<file path="config.mk">
export PLATFORM = sky130hd
export DESIGN_NAME = uram_drain_responder
export DESIGN_NICKNAME = d
export VERILOG_FILES = /design/src/rtl/uram_drain_responder.sv
export SDC_FILE = /design/constraint.sdc
export NUM_CORES = 1
export LEC_CHECK = 0
export CORE_MARGIN = 5
export CORE_UTILIZATION = 45
export DETAILED_ROUTE_END_ITERATION = 10
export PLACE_DENSITY_LB_ADDON = 0.2
export SLEW_MARGIN = 20
export SYNTH_ARGS = -nofsm -noshare
export SYNTH_HDL_FRONTEND = slang
export SYNTH_SLANG_ARGS = --single-unit
</file>
<file path="constraint.sdc">
create_clock -name clk -period 16.9 [get_ports clk]
set_input_delay 1.69 -clock clk [delete_from_list [all_inputs] [get_ports clk]]
set_output_delay 1.69 -clock clk [all_outputs]
set_load 0.005 [all_outputs]
</file>
<file path="src/rtl/uram_drain_responder.sv">
// Grants a core write access to URAM, captures its writes in a FIFO and drains them as a valid/ready stream.
// Optional macro URAM_DRAIN_DROP_CNT_EN enables the saturating dropped-write counter on o_drop_cnt.
module uram_drain_responder #(
    parameter int unsigned ADDR_W     = 12,
    parameter int unsigned DATA_W     = 72,
    parameter int unsigned FIFO_DEPTH = 16
) (
    input  logic              clk,
    input  logic              reset,
    input  logic              i_core_req,
    output logic              o_core_grant,
    input  logic              i_core_locked,
    input  logic              i_uram_en,
    input  logic              i_uram_wr_en,
    input  logic [ADDR_W-1:0] i_uram_addr,
    input  logic [DATA_W-1:0] i_uram_wr_data,
    output logic              o_uram_emptied,
    output logic              m_valid,
    input  logic              m_ready,
    output logic [ADDR_W-1:0] m_addr,
    output logic [DATA_W-1:0] m_data,
    output logic [15:0]       o_drop_cnt
);

    localparam int unsigned PW = $clog2(FIFO_DEPTH);
    localparam int unsigned CW = PW + 1;
    localparam logic [CW-1:0] FULL_LVL   = CW'(FIFO_DEPTH);
    localparam logic [CW-1:0] ALMOST_LVL = CW'(FIFO_DEPTH - 2);
    localparam logic [CW-1:0] HALF_LVL   = CW'(FIFO_DEPTH / 2);

    typedef enum logic [1:0] {
        IDLE,
        GRANT,
        HOLD,
        DRAIN
    } state_t;

    state_t state;

    logic [ADDR_W+DATA_W-1:0] mem [FIFO_DEPTH];
    logic [PW-1:0]            wr_ptr;
    logic [PW-1:0]            rd_ptr;
    logic [CW-1:0]            count;
    logic [CW-1:0]            count_nxt;
    logic                     locked_q;
    logic                     strobe;
    logic                     full;
    logic                     push;
    logic                     pop;

    always_comb begin
        strobe    = i_uram_en & i_uram_wr_en;
        full      = (count == FULL_LVL);
        push      = strobe & o_core_grant & ~full;
        pop       = m_valid & m_ready;
        count_nxt = count;
        if (push && !pop) begin
            count_nxt = count + 1'b1;
        end else if (!push && pop) begin
            count_nxt = count - 1'b1;
        end
    end

    assign m_valid         = (count != '0);
    assign {m_addr, m_data} = mem[rd_ptr];

    always_ff @(posedge clk) begin
        if (push) begin
            mem[wr_ptr] <= {i_uram_addr, i_uram_wr_data};
        end
    end

    always_ff @(posedge clk) begin
        if (!reset) begin
            wr_ptr <= '0;
            rd_ptr <= '0;
            count  <= '0;
        end else begin
            if (push) begin
                wr_ptr <= wr_ptr + 1'b1;
            end
            if (pop) begin
                rd_ptr <= rd_ptr + 1'b1;
            end
            count <= count_nxt;
        end
    end

    // Transitions look at the post-edge FIFO level so grant drops on the same
    // edge that stores the write reaching the almost-full mark.
    always_ff @(posedge clk) begin
        if (!reset) begin
            state          <= IDLE;
            o_core_grant   <= 1'b0;
            o_uram_emptied <= 1'b1;
            locked_q       <= 1'b0;
        end else begin
            if (i_core_locked) begin
                locked_q <= 1'b1;
            end
            o_core_grant   <= 1'b0;
            o_uram_emptied <= 1'b0;
            case (state)
                IDLE: begin
                    if (i_core_req && !i_core_locked && !locked_q && (count_nxt < ALMOST_LVL)) begin
                        state        <= GRANT;
                        o_core_grant <= 1'b1;
                    end else begin
                        o_uram_emptied <= (count_nxt == '0);
                    end
                end
                GRANT: begin
                    if (!i_core_req || i_core_locked) begin
                        state <= DRAIN;
                    end else if (count_nxt >= ALMOST_LVL) begin
                        state <= HOLD;
                    end else begin
                        o_core_grant <= 1'b1;
                    end
                end
                HOLD: begin
                    if (!i_core_req || i_core_locked) begin
                        state <= DRAIN;
                    end else if (count_nxt < HALF_LVL) begin
                        state        <= GRANT;
                        o_core_grant <= 1'b1;
                    end
                end
                DRAIN: begin
                    if (count_nxt == '0) begin
                        state          <= IDLE;
                        o_uram_emptied <= 1'b1;
                    end
                end
                default: begin
                    state <= IDLE;
                end
            endcase
        end
    end

`ifdef URAM_DRAIN_DROP_CNT_EN
    logic [15:0] drop_cnt;
    logic        drop;

    assign drop = strobe & (~o_core_grant | full);

    always_ff @(posedge clk) begin
        if (!reset) begin
            drop_cnt <= '0;
        end else if (drop && (drop_cnt != '1)) begin
            drop_cnt <= drop_cnt + 1'b1;
        end
    end

    assign o_drop_cnt = drop_cnt;
`else
    assign o_drop_cnt = '0;
`endif

endmodule

</file>
==> results of run 1 <==
placed cells by master (no fill, tap or decap), types with 4 or more instances in the layout:
cell,count
and2_1,10
buf_12,4
buf_4,48
clkbuf_1,47
clkbuf_16,146
clkbuf_8,4
clkdlybuf4s50_1,177
clkinv_1,26
clkinv_2,15
conb_1,16
dfxtp_1,18
dfxtp_4,4
edfxtp_1,1344
ha_1,13
inv_1,10
mux2i_1,4
mux4_2,420
nand2_1,11
nand3_1,8
nor2_1,4
nor2_4,12
nor3_2,4
o21ai_0,4
xnor2_1,6
cell families (layout without fill, tap and decap cells):
kind of cell             after synthesis  in the layout  synth area share, %
AO/OA/AOI/OAI                         26             26                0.465
XOR/XNOR                               7              7                0.133
adder cells (fa/ha/maj)               13             13                0.315
buffers and inverters                125            495                 1.04
flip-flops                          1366           1366                 79.0
multiplexers                         424            424                 18.4
other                                  1             19              0.00726
AND/OR/NAND/NOR                       67             67                0.702
sequential cells by signal, summed over array words and instances, names as in the netlist, named ones only:
name / count
locked_q: 1
rd_ptr: 4
count: 5
wr_ptr: 4
o_uram_emptied: 1
state: 2
o_core_grant: 1
mem: 1344
final cells by class:
cell class	count	share of cell area, %
clock inverter	55	0.640
antenna	3	0.0126
multi-input combinational	553	17.6
inverter	10	0.0628
timing repair buffer	233	3.80
tap	1512	3.16
clock buffer	197	6.50
sequential	1366	68.3
routing by layer:
| layer | track usage (%) | wire (um) |
|---|---|---|
| met1 | 25.9 | 47000 |
| met3 | 3.87 | 6600 |
| met2 | 31.8 | 58300 |
| met4 | 4.37 | 1990 |
| met5 | 0 | 75 |
critical path: cells and delay by family, from the launching register on:
kind                   cells  cell delay [ps]
flip-flops                 1              640
buffers and inverters      4             2580
multiplexers               2             1090
final timing paths:
| kind | end | from | cells past startpoint | slack, ps |
|---|---|---|---|---|
| worst max-delay path | m_data[18] | flip-flop | 6 | 10010 |
| worst min-delay path | locked_q | locked_q | 1 | 500 |
| worst max register to register | mem[12][29] | count[0] | 8 | 12650 |
| worst min register to register | locked_q | locked_q | 1 | 500 |
stage by stage:
| step | std cells | setup slack, ps | power [mW] | utilization (%) |
|---|---|---|---|---|
| after floorplan | 2044 | 8130 | 4.83 | - |
| after global placement | 3671 | 9600 | 5.26 | 48.6 |
| after detailed placement | 3673 | 9530 | 5.28 | 48.6 |
| after CTS | 3925 | 8730 | 8.15 | 52.3 |
| after global routing | 3927 | 9440 | 8.39 | 52.4 |
| final | 3929 | 10010 | 8.04 | 52.4 |
power groups by stage:
stage / clock network [mW] / registers [mW] / logic, mW
after floorplan: 0 / 3.82 / 1.01
after global placement: 0 / 3.87 / 1.39
after detailed placement: 0 / 3.87 / 1.41
after CTS: 2.94 / 3.80 / 1.42
after global routing: 3.09 / 3.78 / 1.52
final: 2.87 / 3.78 / 1.40
==> results.md, run 1 <==
* Outcome: finished clean
* Starting Density at 45.3%
* Peak Freq at between 100 and 150 MHz
* Fraction of layout cells with a size suffix above 1 at ~28%
* Gpl congestion at 0.710
* TritonCTS buffer count at about 140
* CTS Hold Buffers Added at 0
* Die Area at 122000 um^2
* Die Y at 349 um
* Post-layout min period at between 6000 and 7000 ps
* Clock-pin slew on the worst setup and hold paths at approximately 50 ps
* Postcts setup bufs at 0
* Final hold slack at slightly above 500 ps
* Internal at 6.20 mW
* Syn Area/Cell at 25.5 um^2
* PostCTS Resize Cnt at 0
* 1st-iter DRT viols at 2260
* Relative slew margins at 24.8%
* Sum Neg Setup Slack at 0 ps
* Vias in the first global route at 24420
* CP peak stage delay at 780 ps
* Final instance area at 59800 um^2
* First-pass GRT wire length at 167000 um
* Row Count at approximately 120
* Post-Syn Area at 51700 um^2
* Slew Viols, Final at 0
* Switching Power at between 1.5 and 2 mW
* FF+latch area at 40800 um^2
* Hold Path Class: flip-flop to flip-flop
* Die Width at around 350 um
* Post-Synthesis Cells at 2029
* Commonest cells in the netlist: edfxtp_1, mux4_2, clkbuf_1
* Critical path fanouts, max at 49
* Syn. warnings at 0
* Remaining antenna violation count after routing at 0
* Post-synth top area share at 78.1%
* Worst endpoint required time at 15210 ps
* Via count at 22725
* Worst Tran Pin Value at 1130 ps
* Clk sinks at 1366
* Clock share of power at 35.7%
* CTS root buffer: clkbuf_16
* Synthesized flop and latch total at 1366
* Worst skew pair latency at 720 ps
* Routed vias/inst at 5.78
* Sequence of cells on the critical path: buf_6, buf_6, buf_4, mux4_2, mux4_2, clkdlybuf4s50_1
* Final Hold Fails at 0
* Power Dens Cells at 135 nW/um^2
* Final setup viols at 0
* Largest net degree at the start of global routing at between 150 and 200
* Asr flop ratio synth at 0%
* Fin crit share at approximately two fifths
* Primary FF master, synth: edfxtp_1
* Logic pwr share at 17.4%
* CP max-delay cell: buf_4
* Number of synthesized flops with an enable pin at 1344
* Clk_skew at 23.1 ps
* Sequential share of the synthesized area at about four fifths
* GR Overflow Total at 0
* Seq pwr share at a little under half
* Post-Route WL at 114000 um
* # fillers at 8688
* Peak supply drop at ~0.00012 V
* Core ar. at 114000 um^2
* Critical path type: flip-flop to output port
* IO Pins at 194
* Max_cap viols at 0
* Synth area leaders: edfxtp_1, mux4_2, dfxtp_1, clkbuf_1, ha_1
* Worst setup SP type: flip-flop
* CTS tree: built
* Footprint of the multi-input gates at around 11000 um^2
* DP HPWL at 57000 um
* RSZ-0062 raised after global routing: no
* Worst setup EP type: output port
* Buffers on Ports at 177
* Drt wl/cell at 29.0 um
* Yosys top cell by area: edfxtp_1
* Initial antenna violation count at 9
* Drt pass-1 iters at 5
* Sw Ratio at 22.9%
* P_leak at 18.0 nW
* Most frequent cell after synthesis: edfxtp_1
* Dpl cell area at 55500 um^2
* Yosys cell types at 53
* Overall routing resource usage at 18.9%
* Worst Path Arrival at 5200 ps
* Nets at 2409
* Clock H-tree levels at 4
* Synth-to-Final Area Change at 15.7%
* DRC at 0
* Maximum clock path buffer count at 3
Power figures use the tool's default switching activity.
==> run 2, diff against run 1 <==
- clock period: 16.9 -> 6.5 ns (I/O delays scaled with it)
==> run 2 against run 1 <==
- cell count about the same
- die area is the same
- sequential power grew to 2.6 times the previous value
- register-to-register slack got worse by 10000 ps
- critical path depth fell by 2
- global-route usage rose by 0.18 points
- count of clock-buffer cells in the layout decreased by 12
- setup slack got worse by 8200 ps
- sequential share of layout area decreased by 0.19 points
- combinational power rose to 2.6 times the previous value
- critical path type unchanged
- power rose to 2.6 times the previous value
==> results.md, run 2 (synthesis gave the netlist of run 1 again) <==
* CTS Hold Buffers Added at 0 (unchanged)
* Worst endpoint required time at 5850 ps (-9360 ps)
* Most common cell after layout, fill and taps aside: edfxtp_1
* Clock H-tree levels at 4 (unchanged)
* GR Overflow Total at 0 (unchanged)
* Switching Power at 4.86 mW (+160%)
* Vias in the first global route at 24364 (-0.23%)
* CTS root buffer: clkbuf_16
* Clk sinks at 1366 (unchanged)
* Initial antenna violation count at 8 (-1)
* Nets at 2408 (-0.042%)
* Via count at 22503 (-0.98%)
* Pre-CTS setup slack at 2130 ps (-7400 ps)
* Slew Viols, Final at 0 (unchanged)
* First-pass GRT wire length at 169000 um (+1.0%)
* Post-layout min period at 4660 ps
* Maximum clock path buffer count at 3 (unchanged)
* Sequence of cells on the critical path: buf_12, mux4_2, mux4_2, clkdlybuf4s50_1
* Fraction of layout cells with a size suffix above 1 at 28.4% (about the same)
* DP HPWL at 59200 um (+3.8%)
* TritonCTS buffer count at 142 (+0.71%)
* Post-Route WL at 115000 um (+1.1%)
* Worst skew pair latency at 730 ps (about the same)
* Starting Density at 45.3% (unchanged)
* Final Hold Fails at 0 (unchanged)
* Max_cap viols at 0 (unchanged)
* Clock share of power at 36.1% (+0.4 points)
* Remaining antenna violation count after routing at 0 (unchanged)
* Critical path fanouts, max at 73 (+49%)
* Final setup viols at 0 (unchanged)
* Fin crit share at 71.7%
* Postcts setup bufs at 0 (unchanged)
* CP peak stage delay at 980 ps (+200 ps)
* Logic pwr share at 17.2% (-0.2 points)
* Peak Freq at 215 MHz
* Routed vias/inst at 5.73 (-0.95%)
* P_leak at 18.0 nW (about the same)
* Sum Neg Setup Slack at 0 ps (unchanged)
* FF+latch area at 40800 um^2 (unchanged)
* Largest register FFs at 1344 (unchanged)
* Gpl congestion at 0.722 (+1.8%)
* Final hold slack at 497 ps (-6.64 ps)
* Worst Tran Pin Value at 1050 ps (-78.9 ps)
* Drt pass-1 iters at 5 (unchanged)
* Drt wl/cell at 29.3 um (+1.2%)
* CP max-delay cell: dfxtp_4
* Buffers on Ports at 177 (unchanged)
* Buf+Inv Stages, Crit Path at 2 (-2)
* Setup slack after layout at 1840 ps (-8160 ps)
* Internal at 16.3 mW (+160%)
* Sw Ratio at 23.0% (+0.075 points)
* Power Dens Cells at 352 nW/um^2 (+160%)
* Critical path type: flip-flop to output port
* Footprint of the multi-input gates at 10500 um^2 (+0.24%)
* Most frequent cells in the layout: edfxtp_1, mux4_2, clkdlybuf4s50_1, clkbuf_16, buf_4
* Biggest regs: mem x1344, count x5
* Core ar. at 114000 um^2 (unchanged)
* IO Pins at 194 (unchanged)
* Critical Path Most Common Cell: mux4_2
* Outcome: finished clean
* Largest net degree at the start of global routing at 142 (-6.6%)
* Post-Layout Cell Count at 3928 (-0.025%)
* Row Count at 124 (unchanged)
* Placed cells at 3672 (-0.027%)
* CTS tree: built
* 1st-iter DRT viols at 2025 (-10%)
* Worst Path Arrival at 4010 ps (-1190 ps)
* Die Width at 349 um (unchanged)
* Seq pwr share at 46.7% (-0.2 points)
* Relative slew margins at 30.1% (+5.3 points)
* Worst setup EP type: output port
* Post-layout util at 52.5% (+0.15 points)
* Biggest register: mem
* Worst setup SP type: flip-flop
* RSZ-0062 raised after global routing: no
* Die Y at 349 um (unchanged)
* Overall routing resource usage at 19.1% (+0.18 points)
* Clk_skew at 17.4 ps (-5.73 ps)
* Clock-pin slew on the worst setup and hold paths at 60 ps (about the same)
* Die Area at 122000 um^2 (unchanged)
* Hold Path Class: flip-flop to flip-flop
* Peak supply drop at 0.000246 V (+110%)
* # fillers at 8646 (-0.48%)
* CP delay by family, top: multiplexers
* PostCTS Resize Cnt at 0 (unchanged)
* Synth-to-Final Area Change at 16.0%
* DRC at 0 (unchanged)
## run 2: cell types whose count changed in the layout (fill, tap and decap cells not counted), sizes merged
cell,delta
buf,-2
bufinv,+4
clkbuf,-12
clkinv,+2
clkinvlp,+2
diode,+3
inv,+2
## run 2: cell type report
| type | instances | area share (%) |
|---|---|---|
| diodes | 6 | 0.0250 |
| clock buffers | 185 | 6.37 |
| clock inverters | 65 | 0.860 |
| inverters | 10 | 0.0626 |
| multi-input cells | 553 | 17.6 |
| flip-flops and latches | 1366 | 68.1 |
| well taps | 1512 | 3.15 |
| repair buffers | 231 | 3.90 |
## run 2: worst reg2reg max path, stage by stage, from the launching register on
cell	delay, ps
dfxtp_1	430
inv_1	110
ha_1	250
and4bb_2	290
nor2_1	620
nand2_1	470
nor3_4	270
buf_4	450
buf_4	670
## run 2: power groups by stage
| stage | Sequential (mW) | Combinational [mW] | Clock, mW |
|---|---|---|---|
| floorplan | 9.92 | 2.63 | 0 |
| global placement | 10.0 | 3.69 | 0 |
| detailed placement | 10.1 | 3.73 | 0 |
| CTS | 9.87 | 3.75 | 7.80 |
| global route | 9.87 | 3.93 | 8.16 |
| finish | 9.86 | 3.64 | 7.61 |
## run 2: metrics by stage
step / area [um^2] / total power, mW
finish: 60000 / 21.1
global route: 59900 / 22.0
CTS: 59900 / 21.4
detailed placement: 55600 / 13.8
global placement: 55600 / 13.7
floorplan: 51800 / 12.6
## run 2: final timing paths
check,start,end,slack (ps),depth (start not counted)
setup / recovery,flip-flop,m_data[32],1840,4
hold / removal,locked_q,locked_q,500,1
setup reg to reg,count[0],mem[3][47],2540,8
hold reg to reg,locked_q,locked_q,500,1
## run 2: layer usage
metal	global-route usage [%]	wire length, um
met1	26.5	48600
met2	31.8	58500
met3	3.85	6130
met4	4.37	2020
met5	0	28
